File: src/rtl/bp_fe_pc_gen_nwide.sv
`default_nettype none
// ============================================================================
// Module   : bp_fe_pc_gen_nwide
// Brief    : N-wide front-end PC generator with two fetch stages, IF2 lane
//            masking, jal/call/ret override and optional circular RAS
//            (built only when BP_FE_PC_GEN_RAS_EN is defined).
// Revision : 1.0 - initial release
// ============================================================================
module bp_fe_pc_gen_nwide #(
    parameter int                       vaddr_width_p = 39,
    parameter int                       fetch_width_p = 2,
    parameter int                       ras_els_p     = 4,
    parameter logic [vaddr_width_p-1:0] boot_pc_p     = 'h80000000
) (
    input  logic                                    clk_i,
    input  logic                                    reset_i,
    input  logic                                    redirect_v_i,
    input  logic [vaddr_width_p-1:0]                redirect_pc_i,
    output logic [vaddr_width_p-1:0]                next_pc_o,
    input  logic                                    next_pc_yumi_i,
    input  logic                                    fetch_v_i,
    input  logic [fetch_width_p-1:0]                fetch_instr_v_i,
    input  logic [fetch_width_p-1:0]                fetch_is_jal_i,
    input  logic [fetch_width_p-1:0]                fetch_is_call_i,
    input  logic [fetch_width_p-1:0]                fetch_is_ret_i,
    input  logic [fetch_width_p*vaddr_width_p-1:0]  fetch_tgt_i,
    output logic                                    fetch_v_o,
    output logic [vaddr_width_p-1:0]                fetch_pc_o,
    output logic [fetch_width_p-1:0]                fetch_lane_mask_o,
    output logic                                    ovr_o
);

    localparam int c_lg_fw  = (fetch_width_p > 1) ? $clog2(fetch_width_p) : 0;
    localparam int c_lane_w = (fetch_width_p > 1) ? $clog2(fetch_width_p) : 1;
    localparam logic [vaddr_width_p-1:0] c_align_mask =
        vaddr_width_p'((64'd1 << (2 + c_lg_fw)) - 64'd1);
    localparam logic [vaddr_width_p-1:0] c_bundle_bytes = vaddr_width_p'(4 * fetch_width_p);

    logic [vaddr_width_p-1:0] r_pc_req;
    logic [vaddr_width_p-1:0] r_if1_pc;
    logic [vaddr_width_p-1:0] r_if2_pc;
    logic                     r_if1_v;
    logic                     r_if2_v;

    logic                     w_act;
    logic [c_lane_w-1:0]      w_if2_off;
    logic [vaddr_width_p-1:0] w_if2_base;
    logic [vaddr_width_p-1:0] w_seq_pc;
    logic [fetch_width_p-1:0] w_mask;
    logic                     w_lane_elig;
    logic                     w_lane_take;
    logic                     w_found;
    logic                     w_t_jal;
    logic                     w_t_call;
    logic                     w_t_ret;
    logic [vaddr_width_p-1:0] w_t_tgt;
    logic [vaddr_width_p-1:0] w_t_ret_addr;
    logic [vaddr_width_p-1:0] w_ovr_tgt;
    logic                     w_ras_nonempty;
    logic [vaddr_width_p-1:0] w_ras_top;

    assign w_if2_off  = (fetch_width_p > 1) ? r_if2_pc[2 +: c_lane_w] : '0;
    assign w_if2_base = r_if2_pc & ~c_align_mask;
    assign w_act      = r_if2_v & fetch_v_i & ~redirect_v_i;

    // Single lowest-first scan: lanes are masked in until the first taken one
    always_comb begin
        w_mask       = '0;
        w_lane_elig  = 1'b0;
        w_lane_take  = 1'b0;
        w_found      = 1'b0;
        w_t_jal      = 1'b0;
        w_t_call     = 1'b0;
        w_t_ret      = 1'b0;
        w_t_tgt      = '0;
        w_t_ret_addr = '0;
        for (int k = 0; k < fetch_width_p; k++) begin
            w_lane_elig = fetch_instr_v_i[k] && (c_lane_w'(k) >= w_if2_off);
            w_lane_take = w_lane_elig &&
                          (fetch_is_jal_i[k] || (fetch_is_ret_i[k] && w_ras_nonempty));
            if (w_lane_elig && !w_found) begin
                w_mask[k] = 1'b1;
            end
            if (w_lane_take && !w_found) begin
                w_found      = 1'b1;
                w_t_jal      = fetch_is_jal_i[k];
                w_t_call     = fetch_is_call_i[k];
                w_t_ret      = fetch_is_ret_i[k];
                w_t_tgt      = fetch_tgt_i[k*vaddr_width_p +: vaddr_width_p];
                w_t_ret_addr = w_if2_base + vaddr_width_p'(4 * k + 4);
            end
        end
    end

    assign ovr_o             = w_act & w_found;
    assign w_ovr_tgt         = w_t_jal ? w_t_tgt : w_ras_top;
    assign next_pc_o         = redirect_v_i ? redirect_pc_i :
                               ovr_o        ? w_ovr_tgt     : r_pc_req;
    assign w_seq_pc          = (next_pc_o & ~c_align_mask) + c_bundle_bytes;
    assign fetch_v_o         = w_act;
    assign fetch_pc_o        = r_if2_pc;
    assign fetch_lane_mask_o = w_act ? w_mask : '0;

    always_ff @(posedge clk_i) begin
        if (reset_i) begin
            r_pc_req <= boot_pc_p;
            r_if1_v  <= 1'b0;
            r_if2_v  <= 1'b0;
        end else begin
            if (next_pc_yumi_i) begin
                r_pc_req <= w_seq_pc;
                r_if1_v  <= 1'b1;
            end else begin
                r_pc_req <= next_pc_o;
                r_if1_v  <= 1'b0;
            end
            // The IF1 bundle is wrong-path whenever the stream is steered this cycle
            r_if2_v <= r_if1_v & ~redirect_v_i & ~ovr_o;
        end
    end

    always_ff @(posedge clk_i) begin
        if (next_pc_yumi_i) begin
            r_if1_pc <= next_pc_o;
        end
        r_if2_pc <= r_if1_pc;
    end

`ifdef BP_FE_PC_GEN_RAS_EN
    localparam int c_ras_ptr_w = $clog2(ras_els_p);
    localparam logic [c_ras_ptr_w:0] c_ras_full = (c_ras_ptr_w+1)'(ras_els_p);

    logic [vaddr_width_p-1:0] r_ras_mem [ras_els_p];
    logic [c_ras_ptr_w-1:0]   r_ras_ptr;
    logic [c_ras_ptr_w:0]     r_ras_cnt;
    logic                     w_ras_push;
    logic                     w_ras_pop;

    assign w_ras_nonempty = (r_ras_cnt != '0);
    assign w_ras_top      = r_ras_mem[r_ras_ptr];
    assign w_ras_push     = ovr_o & w_t_call;
    assign w_ras_pop      = ovr_o & w_t_ret & ~w_t_call & w_ras_nonempty;

    // Pointer wraps, so a push on a full stack overwrites the oldest entry
    always_ff @(posedge clk_i) begin
        if (reset_i) begin
            r_ras_ptr <= '0;
            r_ras_cnt <= '0;
        end else if (w_ras_push) begin
            r_ras_ptr <= r_ras_ptr + 1'b1;
            if (r_ras_cnt != c_ras_full) begin
                r_ras_cnt <= r_ras_cnt + 1'b1;
            end
        end else if (w_ras_pop) begin
            r_ras_ptr <= r_ras_ptr - 1'b1;
            r_ras_cnt <= r_ras_cnt - 1'b1;
        end
    end

    always_ff @(posedge clk_i) begin
        if (!reset_i && w_ras_push) begin
            r_ras_mem[r_ras_ptr + 1'b1] <= w_t_ret_addr;
        end
    end
`else
    logic w_unused_ras;

    assign w_ras_nonempty = 1'b0;
    assign w_ras_top      = '0;
    assign w_unused_ras   = ^{w_t_call, w_t_ret, w_t_ret_addr};
`endif

endmodule
`default_nettype wire

File: config.mk
export PLATFORM = sky130hd
export DESIGN_NAME = bp_fe_pc_gen_nwide
export DESIGN_NICKNAME = d
export VERILOG_FILES = /design/src/rtl/bp_fe_pc_gen_nwide.sv
export SDC_FILE = /design/constraint.sdc
export NUM_CORES = 1
export LEC_CHECK = 0
export CORE_AREA = 2 2 149 108
export DETAILED_ROUTE_END_ITERATION = 10
export DIE_AREA = 0 0 151 110
export PLACE_DENSITY = 0.72
export SLEW_MARGIN = 20
export SYNTH_ARGS = -nofsm -noshare
export SYNTH_HDL_FRONTEND = slang
export SYNTH_SLANG_ARGS = --single-unit
File: constraint.sdc
create_clock -name clk_i -period 3 [get_ports clk_i]
set_input_delay 0.3 -clock clk_i [delete_from_list [all_inputs] [get_ports clk_i]]
set_output_delay 0.3 -clock clk_i [all_outputs]
set_load 0.02 [all_outputs]
==> qor.csv <==
stage;metric;value;unit
status;status;completed;
drt;wire per inst;19.6;um
worst_setup_path;CP Launch Type;register;
clocking;Reg clk slew, reported paths;0.06;ns
drt;drt first pass iters;5;
worst_setup_path;Crit path buffers/inverters;4;
logic_synthesis;synth top area cells;dfxtp_1, edfxtp_1, mux2i_1;
global_route;global-route wire length before repair;30200;um
run;Max-Cap Viols;0;
global_route;GRT met3 Usage;6.34;%
layout;layout cells sized above 1;24.0;%
worst_setup_path;critical-path cell list;nand3b_1 -> buf_12 -> buf_12 -> and4_1 -> a211o_1 -> buf_4 -> clkdlybuf4s50_1;
placed_design;DP Wirelength;15300;um
layout;Fillers;1217;
worst_setup_path;family with the most delay on the worst path;buffers and inverters;
logic_synthesis;Post-synth EDFFs;39;
die;die area;16600;um^2
clocking;clock root cell;clkbuf_16;
global_route;met2 Use GR;37.0;%
drt;Post-DRT Antenna Nets;0;
global_route;global route hottest layer;met2;
logic_synthesis;biggest area consumer among synthesized cells;dfxtp_1;
global_route;vias in the first global route;5391;
global_route;GRT overflow;0;
worst_setup_path;CP arrival;2.59;ns
power;Logic pwr share;20.2;%
drt;drt drc;0;
timing;Final setup viols;0;
worst_setup_path;Worst Setup End Kind;output port;
logic_synthesis;Syn Nets;651;
die;Initial Util;37.5;%
layout;P&R area growth vs syn;64.8;%
logic_synthesis;ys async rst share;0;%
logic_synthesis;top_reg_cell synth;dfxtp_1;
drt;drt initial violations;414;
power;Sequential Power Share;38.9;%
global_route;met1 Use GR;34.8;%
worst_setup_path;critical path class;reg -> out;
worst_setup_path;Worst path most repeated cell;buf_12;
timing;final setup TNS;0;ns
power;Clock Power Share;40.9;%
clocking;CTS Buffer Depth;2;
worst_hold_path;Hold Crit Class;reg -> reg;
logic_synthesis;sequential area share after synthesis;48.9;%
timing;Fmax;346;MHz
power;Pleak;4.05;nW
timing;measured slew at the worst slew-check pin;0.648;ns
die;Core Area;15100;um^2
clocking;CTS buffer count;17;
die;Die Width;151;um
timing;unrepaired setup endpoints after global routing;false;
timing;worst relative slew slack;56.8;%
global_route;antenna violations before repair;0;
clocking;TritonCTS clock tree;built;
die;Top-Level Pins;212;
clocking;clock latency on the worst-skew pair;0.42;ns
clocking;cts hold-fix bufs;0;
timing;Slew Limit Fails;0;
power;internal power;3.36;mW
logic_synthesis;post-synthesis cell area;5670;um^2
power;Peak VDD IR;0.365;mV
timing;final critical-path share of the clock period;96.4;%
timing;final count of hold timing violations;0;
power;P_sw;1.32;mW
worst_setup_path;CP max stage delay;0.53;ns
power;switching portion of total power;28.1;%
drt;routed via count;5504;
placed_design;RePlAce Congestion;0.942;
worst_setup_path;CP Max Fanout;11;
die;DIE HEIGHT;110;um
logic_synthesis;Synth top area share;28.3;%
power;Pwr Total;4.68;mW
logic_synthesis;Synth Warn #;0;
drt;vias per cell;5.33;
global_route;GRT Util Overall;24.6;%
logic_synthesis;mean area per synthesized cell;10.9;um^2
worst_setup_path;slowest stage cell on the critical path;clkdlybuf4s50_1;
global_route;largest net degree at the start of global routing;47;
timing;minimum clock period;2.89;ns
logic_synthesis;Unique masters post-synth;72;
worst_setup_path;Data required, critical path;2.70;ns
drt;detailed-route wire length;20300;um
clocking;H-tree levels;4;
power;pwr/cell area;501;nW/um^2
die;num rows;38;
clocking;Clock Sinks;119;
timing;skew final;0.00920;ns
logic_synthesis;synthesized flop and latch total;119;
logic_synthesis;Cells after Synth;520;
layout;fin nets;951;
placed_design;IO buf count;207;
layout;Inserted Diodes;0;
-- Yosys cell counts (all sizes together) (10+ instances only) --
cell	n
clkbuf	12
and3	27
nand4	10
nand2	43
nor4	14
nand3	14
edfxtp	39
o22ai	10
a21oi	16
nor2	25
and2	15
mux2	15
mux2i	42
dfxtp	80
inv	14
buf	29
-- metal layers --
layer	routed length [um]	share of wire, %
met5	0	0
met4	317	1.6
met3	1750	8.6
met2	8820	43
met1	9390	46
-- power groups by stage --
| stage | Combinational (mW) | Clock [mW] | Sequential, mW |
|---|---|---|---|
| 2_1_floorplan | 0.344 | 0 | 1.89 |
| 3_3_place_gp | 0.928 | 0 | 1.85 |
| 3_5_place_dp | 0.942 | 0 | 1.86 |
| 4_1_cts | 0.940 | 1.94 | 1.82 |
| 5_1_grt | 1.01 | 2.02 | 1.83 |
| 6_report | 0.946 | 1.91 | 1.82 |
-- through the flow --
stage                     utilization (%)  setup WS [ns]  area, um^2  cells  hold slack (ns)
after floorplan                         -        -0.0180        5680    520            0.323
after global placement               57.5         -0.326        8690   1000            0.325
after detailed placement             57.5         -0.444        8690   1000            0.327
after CTS                            61.2         0.0173        9250   1032            0.340
after global routing                 61.8        0.00715        9340   1033            0.338
final                                61.8          0.108        9340   1033            0.340
-- registers in the layout (all words and copies together), names as in the netlist --
name,count
r_pc_req,39
r_if2_v,1
r_if1_pc,39
r_if1_v,1
fetch_pc_o,39
-- path summary, 6_finish.rpt --
check	from	to	slack [ns]	cells after the start
worst max-delay path	fetch_pc_o[2]	next_pc_o[5]	0.11	7
worst min-delay path	r_if1_pc[28]	fetch_pc_o[28]	0.34	0
worst max register to register	fetch_pc_o[2]	r_pc_req[36]	0.13	11
worst min register to register	r_if1_pc[28]	fetch_pc_o[28]	0.34	0
-- timing repair --
item / CTS / global route
gates cloned: 0 / 1
gates resized for setup: 22 / 19
pin swaps: 0 / 1
endpoints found under the setup margin: 24 / 23
buffers inserted: 0 / 0
-- kinds of logic (layout without fill, tap and decap cells) --
| logic type | Yosys count | after routing | synth area share, % |
|---|---|---|---|
| compound gates | 91 | 91 | 13.4 |
| xor+xnor | 9 | 9 | 1.39 |
| fa+ha+maj | 1 | 1 | 0.221 |
| buf+inv | 55 | 367 | 5.70 |
| flops | 119 | 119 | 48.9 |
| mux | 57 | 57 | 10.4 |
| simple gates | 188 | 189 | 20.0 |
-- final cells by class --
class                      count  area [um^2]  share of cell area [%]
timing repair buffer         321         3030                    32.4
sequential                   119         2780                    29.7
clock buffer                  17          425                    4.55
tap                          200          250                    2.68
multi-input combinational    347         2680                    28.6
clock inverter                15          130                    1.39
inverter                      14         52.6                   0.562
-- cells in the final DEF, fill, tap and decap left out, types with 12 or more instances in the layout --
cell,n
edfxtp_1,39
clkbuf_16,17
inv_1,12
nor2_1,25
nand2_1,42
mux2i_1,40
clkdlybuf4s50_1,182
dfxtp_1,79
a21oi_1,15
nand3_1,14
buf_4,104
and3_1,27
dlygate4sd2_1,16
and2_1,15
(Power assumes the default switching activity.)
